**config.mk**
```make
export PLATFORM = sky130hd
export DESIGN_NAME = regvfile_param
export DESIGN_NICKNAME = d
export VERILOG_FILES = /design/src/rtl/regvfile_param.sv
export SDC_FILE = /design/constraint.sdc
export NUM_CORES = 2
export LEC_CHECK = 0
export BUFFER_PORTS_ARGS = -buffer_cell sky130_fd_sc_hd__buf_2
export CAP_MARGIN = 10
export CORE_ASPECT_RATIO = 1.2
export CORE_MARGIN = 4
export CORE_UTILIZATION = 35
export DETAILED_ROUTE_END_ITERATION = 7
export HOLD_SLACK_MARGIN = 0.05
export PLACE_DENSITY = 0.56
export SLEW_MARGIN = 20
export SYNTH_ARGS = -nofsm -noshare
export SYNTH_HDL_FRONTEND = slang
export SYNTH_SLANG_ARGS = --single-unit
```
**constraint.sdc**
```tcl
create_clock -name clk -period 7.75 [get_ports clk]
set_clock_uncertainty 0.1 [all_clocks]
set_input_delay 1.1625 -clock clk [delete_from_list [all_inputs] [get_ports clk]]
set_output_delay 1.1625 -clock clk [all_outputs]
set_load 0.005 [all_outputs]
```
**src/rtl/regvfile_param.sv**
```systemverilog
// Vector register file: NREGS x LANES signed elements of EW bits, masked vector and
// single-element writes, two registered write-first read ports, and a bulk-clear sequencer.
module regvfile_param #(
    parameter int LANES = 9,
    parameter int EW    = 9,
    parameter int NREGS = 8,
    parameter int AW    = (NREGS > 1) ? $clog2(NREGS) : 1,
    parameter int IW    = (LANES > 1) ? $clog2(LANES) : 1
) (
    input  logic                           clk,
    input  logic                           rst_n,
    input  logic                           wev,
    input  logic [LANES-1:0]               wmask,
    input  logic                           wee,
    input  logic [AW-1:0]                  wa,
    input  logic [IW-1:0]                  index,
    input  logic signed [LANES-1:0][EW-1:0] wdv,
    input  logic signed [EW-1:0]           wde,
    input  logic [AW-1:0]                  ra1,
    input  logic [AW-1:0]                  ra2,
    output logic signed [LANES-1:0][EW-1:0] rd1,
    output logic signed [LANES-1:0][EW-1:0] rd2,
    input  logic                           clr_req,
    output logic                           clr_busy,
    output logic                           clr_done,
    output logic                           wr_drop,
    output logic                           addr_err,
    output logic [1:0]                     dbg_state
);

    typedef enum logic [1:0] {IDLE = 2'd0, SWEEP = 2'd1, DONE = 2'd2} clr_state_t;

    clr_state_t state, state_nxt;
    logic [AW-1:0] clr_k, clr_k_nxt;

    logic [LANES-1:0][EW-1:0] mem     [NREGS];
    logic [LANES-1:0][EW-1:0] mem_nxt [NREGS];

    logic wr_req, busy, addr_ok, wr_ok, ra1_ok, ra2_ok;

    assign dbg_state = state;
    assign busy      = (state != IDLE);
    assign wr_req    = wev | wee;
    // The element index only matters when the element write is the one taking effect.
    assign addr_ok   = (int'(wa) < NREGS) && (wev || (int'(index) < LANES));
    assign wr_ok     = wr_req && !busy && addr_ok;
    assign ra1_ok    = (int'(ra1) < NREGS);
    assign ra2_ok    = (int'(ra2) < NREGS);

    // Clear handshake: clr_req is sampled on each rising edge; it is taken only while
    // clr_busy is low, and is silently ignored while clr_busy is high.
    always_comb begin
        state_nxt = state;
        clr_k_nxt = clr_k;
        case (state)
            IDLE: begin
                if (clr_req) begin
                    state_nxt = SWEEP;
                    clr_k_nxt = '0;
                end
            end
            SWEEP: begin
                if (clr_k == AW'(NREGS - 1)) begin
                    state_nxt = DONE;
                end else begin
                    clr_k_nxt = clr_k + AW'(1);
                end
            end
            DONE:    state_nxt = IDLE;
            default: state_nxt = IDLE;
        endcase
    end

    // Contents after this edge; the read ports sample these to get write-first forwarding.
    always_comb begin
        mem_nxt = mem;
        if (wr_ok) begin
            if (wev) begin
                for (int i = 0; i < LANES; i++) begin
                    if (wmask[i]) mem_nxt[wa][i] = wdv[i];
                end
            end else begin
                mem_nxt[wa][index] = wde;
            end
        end
        if (state == SWEEP) mem_nxt[clr_k] = '0;
    end

    always_ff @(posedge clk or negedge rst_n) begin
        if (!rst_n) begin
            state    <= IDLE;
            clr_k    <= '0;
            mem      <= '{default: '0};
            rd1      <= '0;
            rd2      <= '0;
            clr_busy <= 1'b0;
            clr_done <= 1'b0;
            wr_drop  <= 1'b0;
            addr_err <= 1'b0;
        end else begin
            state    <= state_nxt;
            clr_k    <= clr_k_nxt;
            mem      <= mem_nxt;
            rd1      <= ra1_ok ? mem_nxt[ra1] : '0;
            rd2      <= ra2_ok ? mem_nxt[ra2] : '0;
            clr_busy <= (state_nxt != IDLE);
            clr_done <= (state_nxt == DONE);
            wr_drop  <= wr_req && !wr_ok;
            // Writes rejected for being busy do not count as address errors.
            if ((wr_req && !busy && !addr_ok) || !ra1_ok || !ra2_ok) addr_err <= 1'b1;
        end
    end

endmodule

```
# Word-level counts from Yosys, hierarchy flattened
# Cells that the tools add are included.
# classes
eq_ne	5
n_bitwise	7
reduce_logical	16
muxes	74
add_sub_neg	1
order_cmp	9
# op_table
op	n
two-way mux 648 bit	28
bitwise mux 648 bit	10
demux 81 bit (select 3 bit)	11
AND 648 bit	1
inverter 648 bit	1
two-way mux 81 bit	7
binary-select mux 81 bit (select 3 bit)	2
two-way mux 72 bit	1
two-way mux 63 bit	1
two-way mux 54 bit	1
two-way mux 45 bit	1
demux 9 bit (select 4 bit)	1
two-way mux 36 bit	1
two-way mux 27 bit	1
two-way mux 18 bit	1
two-way mux 9 bit	2
greater-or-equal comparator 4 bit (second input constant)	4
inverter 3 -> 4 bit	4
< comparator 4 x 1 -> 1 bit (second input constant)	2
logical AND 1 bit	7
two-way mux 3 bit	2
case mux 3 bit (2 select lines)	1
nonzero test 2 bit	3
< comparator 4 x 5 -> 1 bit (second input constant)	1
14 further kinds	18
# totals
wordCells	208
input_bits	117
output_inout_bits	168
register_bits	819

# Longest topological paths before layout
# logic_depth
word_depth	46
ltp_mapped	11
depth_no_buf	6

# Worst setup path before layout
# OpenSTA, ideal clock, no wires.
# synth_path
path_type	input port to flip-flop
startpoint	input index[0]
endpoint	register rd2[68] (netlist bit)
arrival_time_ns	3.114
setup_slack_ns	4.397
path_buffers	2
setup_time_ns	0.139
path_stages	8
t_required_ns	7.511
path_cell_list	or3_1 > buf_4 > a2111oi_2 > buf_4 > nand2_1 > and3_1 > a2111oi_0 > nor4_1
# synth_via
elab_chain_len	14
# synth_lines
item	line_no	source
from (decl)	16	input logic [IW-1:0] index,
< comparator 4 x 5 -> 1 bit (implied by the code) or greater-or-equal comparator 4 x 1 -> 1 bit (tied branches)	83	mem_nxt[wa][index] = wde;
logical AND 1 bit (implied by the code)	83	
two-way mux 9 bit (implied by the code)	83	
demux 9 bit (select 4 bit)	83	
two-way mux 81 bit (implied by the code)	83	
demux 81 bit (select 3 bit)	83	
bitwise mux 648 bit	83	
two-way mux 648 bit	78	if (wev) begin
two-way mux 648 bit (*)	77	if (wr_ok) begin
AND 648 bit (no line)	-	
two-way mux 648 bit (*)	86	if (state == SWEEP) mem_nxt[clr_k] = '0;
binary-select mux 81 bit (select 3 bit) (*)	105	rd2 <= ra2_ok ? mem_nxt[ra2] : '0;
two-way mux 81 bit (implied by the code) (*) (2 in a row)	105	
to (signal assigned)	105	
to (decl)	22	output logic signed [LANES-1:0][EW-1:0] rd2,
# Mark *: on every way between the ends. The rest lies on a longest branch, timed or not. The select of a mux whose other input is x is not followed.
# A chain may end at the register's enable or synchronous reset.

# Worst setup path after layout
# layout_path
startpoint	input index[3]
endpoint	register rd1[6] (netlist bit)
# layout_via
elab_chain_len	14
# layout_lines
item	line_no	source
< comparator 4 x 5 -> 1 bit (implied by the code) or greater-or-equal comparator 4 x 1 -> 1 bit (tied branches)	83	
logical AND 1 bit (implied by the code)	83	
two-way mux 9 bit (implied by the code)	83	
demux 9 bit (select 4 bit)	83	
two-way mux 81 bit (implied by the code)	83	
demux 81 bit (select 3 bit)	83	
bitwise mux 648 bit	83	
two-way mux 648 bit	78	
two-way mux 648 bit (*)	77	
AND 648 bit (no line)	-	
two-way mux 648 bit (*)	86	
binary-select mux 81 bit (select 3 bit) (*)	104	rd1 <= ra1_ok ? mem_nxt[ra1] : '0;
two-way mux 81 bit (implied by the code) (*) (2 in a row)	104	
to (signal assigned)	104	
to (decl)	21	output logic signed [LANES-1:0][EW-1:0] rd1,
# Marks and branches as above.

==> results_dict.tcl <==
set metrics [dict create \
    rr_endpoint "rd1[17]" \
    crit_fanout 71 \
    design.core.area_mm2 0.115 \
    ys_warn_count 0 \
    outcome "completed" \
    firstDrtPassIters 6 \
    remaining_drc_errors 0 \
    cap_violations 0 \
    synth.top_cells.by_count "dfrtp_1 (819), a22o_1 (442), nor2_1 (361)" \
    p_per_area_mw_per_mm2 280 \
    slew_viol_final 0 \
    initialDrtViolationCount 6021 \
    period_share_pct 58.8 \
    final_cells 5589 \
    cts.clk_slew.worst_paths_ns 0.06 \
    fin_util_pct 40.4 \
    max_freq_ghz 0.220 \
    synth_edf_count 0 \
    numPortBuffers 284 \
    startpoint_type "input port" \
    worst_pin_slew_ns 1.28 \
    grt_pass1_vias 38900 \
    cts_root_buf "clkbuf_16" \
    place_congestion 0.921 \
    area_delta_synth_final_pct 14.3 \
    place_area_mm2 0.0435 \
    wirelength_um 203000 \
    tritoncts.num_buffers 87 \
    dpl.hpwl_um 123000 \
    dp_cells 5421 \
    syn_area_mm2 0.0407 \
    synth_top_cell_by_area "dfrtp_1" \
    p_leak_nw 20.7 \
    grt_pass1_wl_um 285000 \
    setup_ws_ns 3.19 \
    antenna_found_initial 14 \
    slew-limit-headroom_pct 13.6 \
    end_kind "flop" \
    grt.total_usage_pct 31.8 \
    syn_avg_cell_area_um2 10.3 \
    multiInputGateArea_mm2 0.0187 \
    hold_path.class "in2async" \
    ir_drop_mv 0.158 \
    drive_gt1_share_pct 16.0 \
    wl_per_cell_um 36.3 \
    critPathRequiredTime_ns 8.25 \
    die_x_um 319 \
    viasPerCell 7.08 \
    rsz0062_at_grt "false" \
    rr_startpoint "dbg_state[1]" \
    yosysMostFrequentCell "dfrtp_1" \
    hold_buffers 0 \
    syn_nets 4055 \
    syn_inst 3936 \
    cts_num_sinks 819 \
    initial_core_util_pct 35.4 \
    synthFlopType "dfrtp_1" \
    nNetsFinal 4111 \
    synth_seq_area_share_pct 50.4 \
    worst_ep_arrival_time_ns 5.05 \
    async_reset_ff_share_pct 100 \
    synth-seq-cells 819 \
    rrSetupSlack_ns 3.50 \
    setup_viol 0 \
    ys_top_cells_by_area "dfrtp_1 (50%), a22o_1 (9.5%), a22oi_1 (6.4%), o22ai_1 (3.8%), a221o_1 (3.6%)" \
    dpl_worst_slack_ns 2.58 \
    fin_area_mm2 0.0465 \
    synth_top_cell_area_share_pct 50.4 \
    via_count 39600 \
    grt_overflow 0 \
    htreeDepth 3 \
    ant_nets 0 \
    fp.dieH_um 382 \
    fin_tns_setup_ns 0 \
    cts.repair.resized 0 \
    dieArea_mm2 0.122 \
    criticalPathCategory "in2reg" \
    cts_tree "done" \
    register_area_mm2 0.0205 \
    finalHoldViolCount 0 \
    grt_max_degree 139 \
    postCtsSetupRepairBufs 0 \
    reg2reg_depth 8 \
    clockBufferDepth 3 \
    io_pins 285 \
    layout_min_cycle_time_ns 4.56 \
    row_count 136 \
    fillers 11300 \
    synthDistinctLibCells 77 \
    clock_latency_ns 0.72 \
]
-- sequential cells by signal, indices dropped and copies added, names as in the netlist --
name and count:
rd1 81, dbg_state 2, clr_done 1, addr_err 1, clr_busy 1, clr_k 3
rd2 81, wr_drop 1, mem 648
-- final cells by class --
type	count	share of cell area, %
multi-input cells	2675	40.2
diodes	11	0.0592
clock buffers	133	5.77
inverters	16	0.129
repair buffers	393	5.08
well taps	1518	4.08
clock inverters	24	0.629
flip-flops and latches	819	44.0
-- through the flow --
step	total power [mW]	hold slack, ns
after floorplan	6.86	0.360
after global placement	8.45	0.387
after detailed placement	8.47	0.391
after CTS	12.9	0.379
after global routing	13.4	0.393
final	13.0	0.359
-- layout by cell type, fill, tap and decap left out, types with 24 or more instances in the layout --
cell type	count
a211oi_1	61
a21oi_1	252
a21oi_2	43
a221o_1	145
a221oi_1	84
a22o_1	442
a22oi_1	345
a32o_1	52
buf_2	283
buf_4	100
clkbuf_16	92
dfrtp_1	819
nand2_1	129
nor2_1	355
nor3_1	24
nor4_1	115
o21ai_0	56
o22ai_1	247
-- layer usage --
metal	share of wire (%)	global-route usage (%)
met1	37	39.8
met2	43	46.2
met3	12	10.5
met4	7.8	22.3
met5	0.029	0
-- kinds of logic after synthesis --
group,Yosys count,synth area share [%]
muxes,1,0.0277
buffers and inverters,442,4.68
and+or+nand+nor,758,8.83
adders and majority gates,2,0.0615
AOI/OAI and AO/OA,1914,36.0
DFF,819,50.4
-- worst max path at each step --
stage / from / endpoint / slack [ns] / cells after the start
global route: index[3] / rd1[27] / 3.10 / 8
CTS: index[0] / rd1[17] / 3.30 / 9
detailed placement: index[0] / rd1[17] / 2.58 / 9
floorplan: index[0] / rd2[68] / 4.40 / 8
finish: index[3] / rd1[6] / 3.19 / 9
global placement: index[3] / rd1[73] / 2.67 / 9
-- where the power goes --
| group | internal (mW) | switching [mW] | leakage, nW |
|---|---|---|---|
| registers | 4.82 | 0.361 | 11.1 |
| logic | 0.918 | 2.45 | 8.11 |
| clock network | 2.58 | 1.89 | 1.47 |
| total | 8.32 | 4.70 | 20.7 |
-- worst max-delay path, cell delays in order --
cell,delay [ns]
buf_2,0.33
nor2b_1,0.85
a2111oi_4,0.20
buf_12,0.30
buf_4,0.36
a21oi_1,0.99
a22oi_1,0.22
a2bb2o_1,0.33
nor4_1,0.22
No activity file was read; power rests on OpenSTA's default activity.
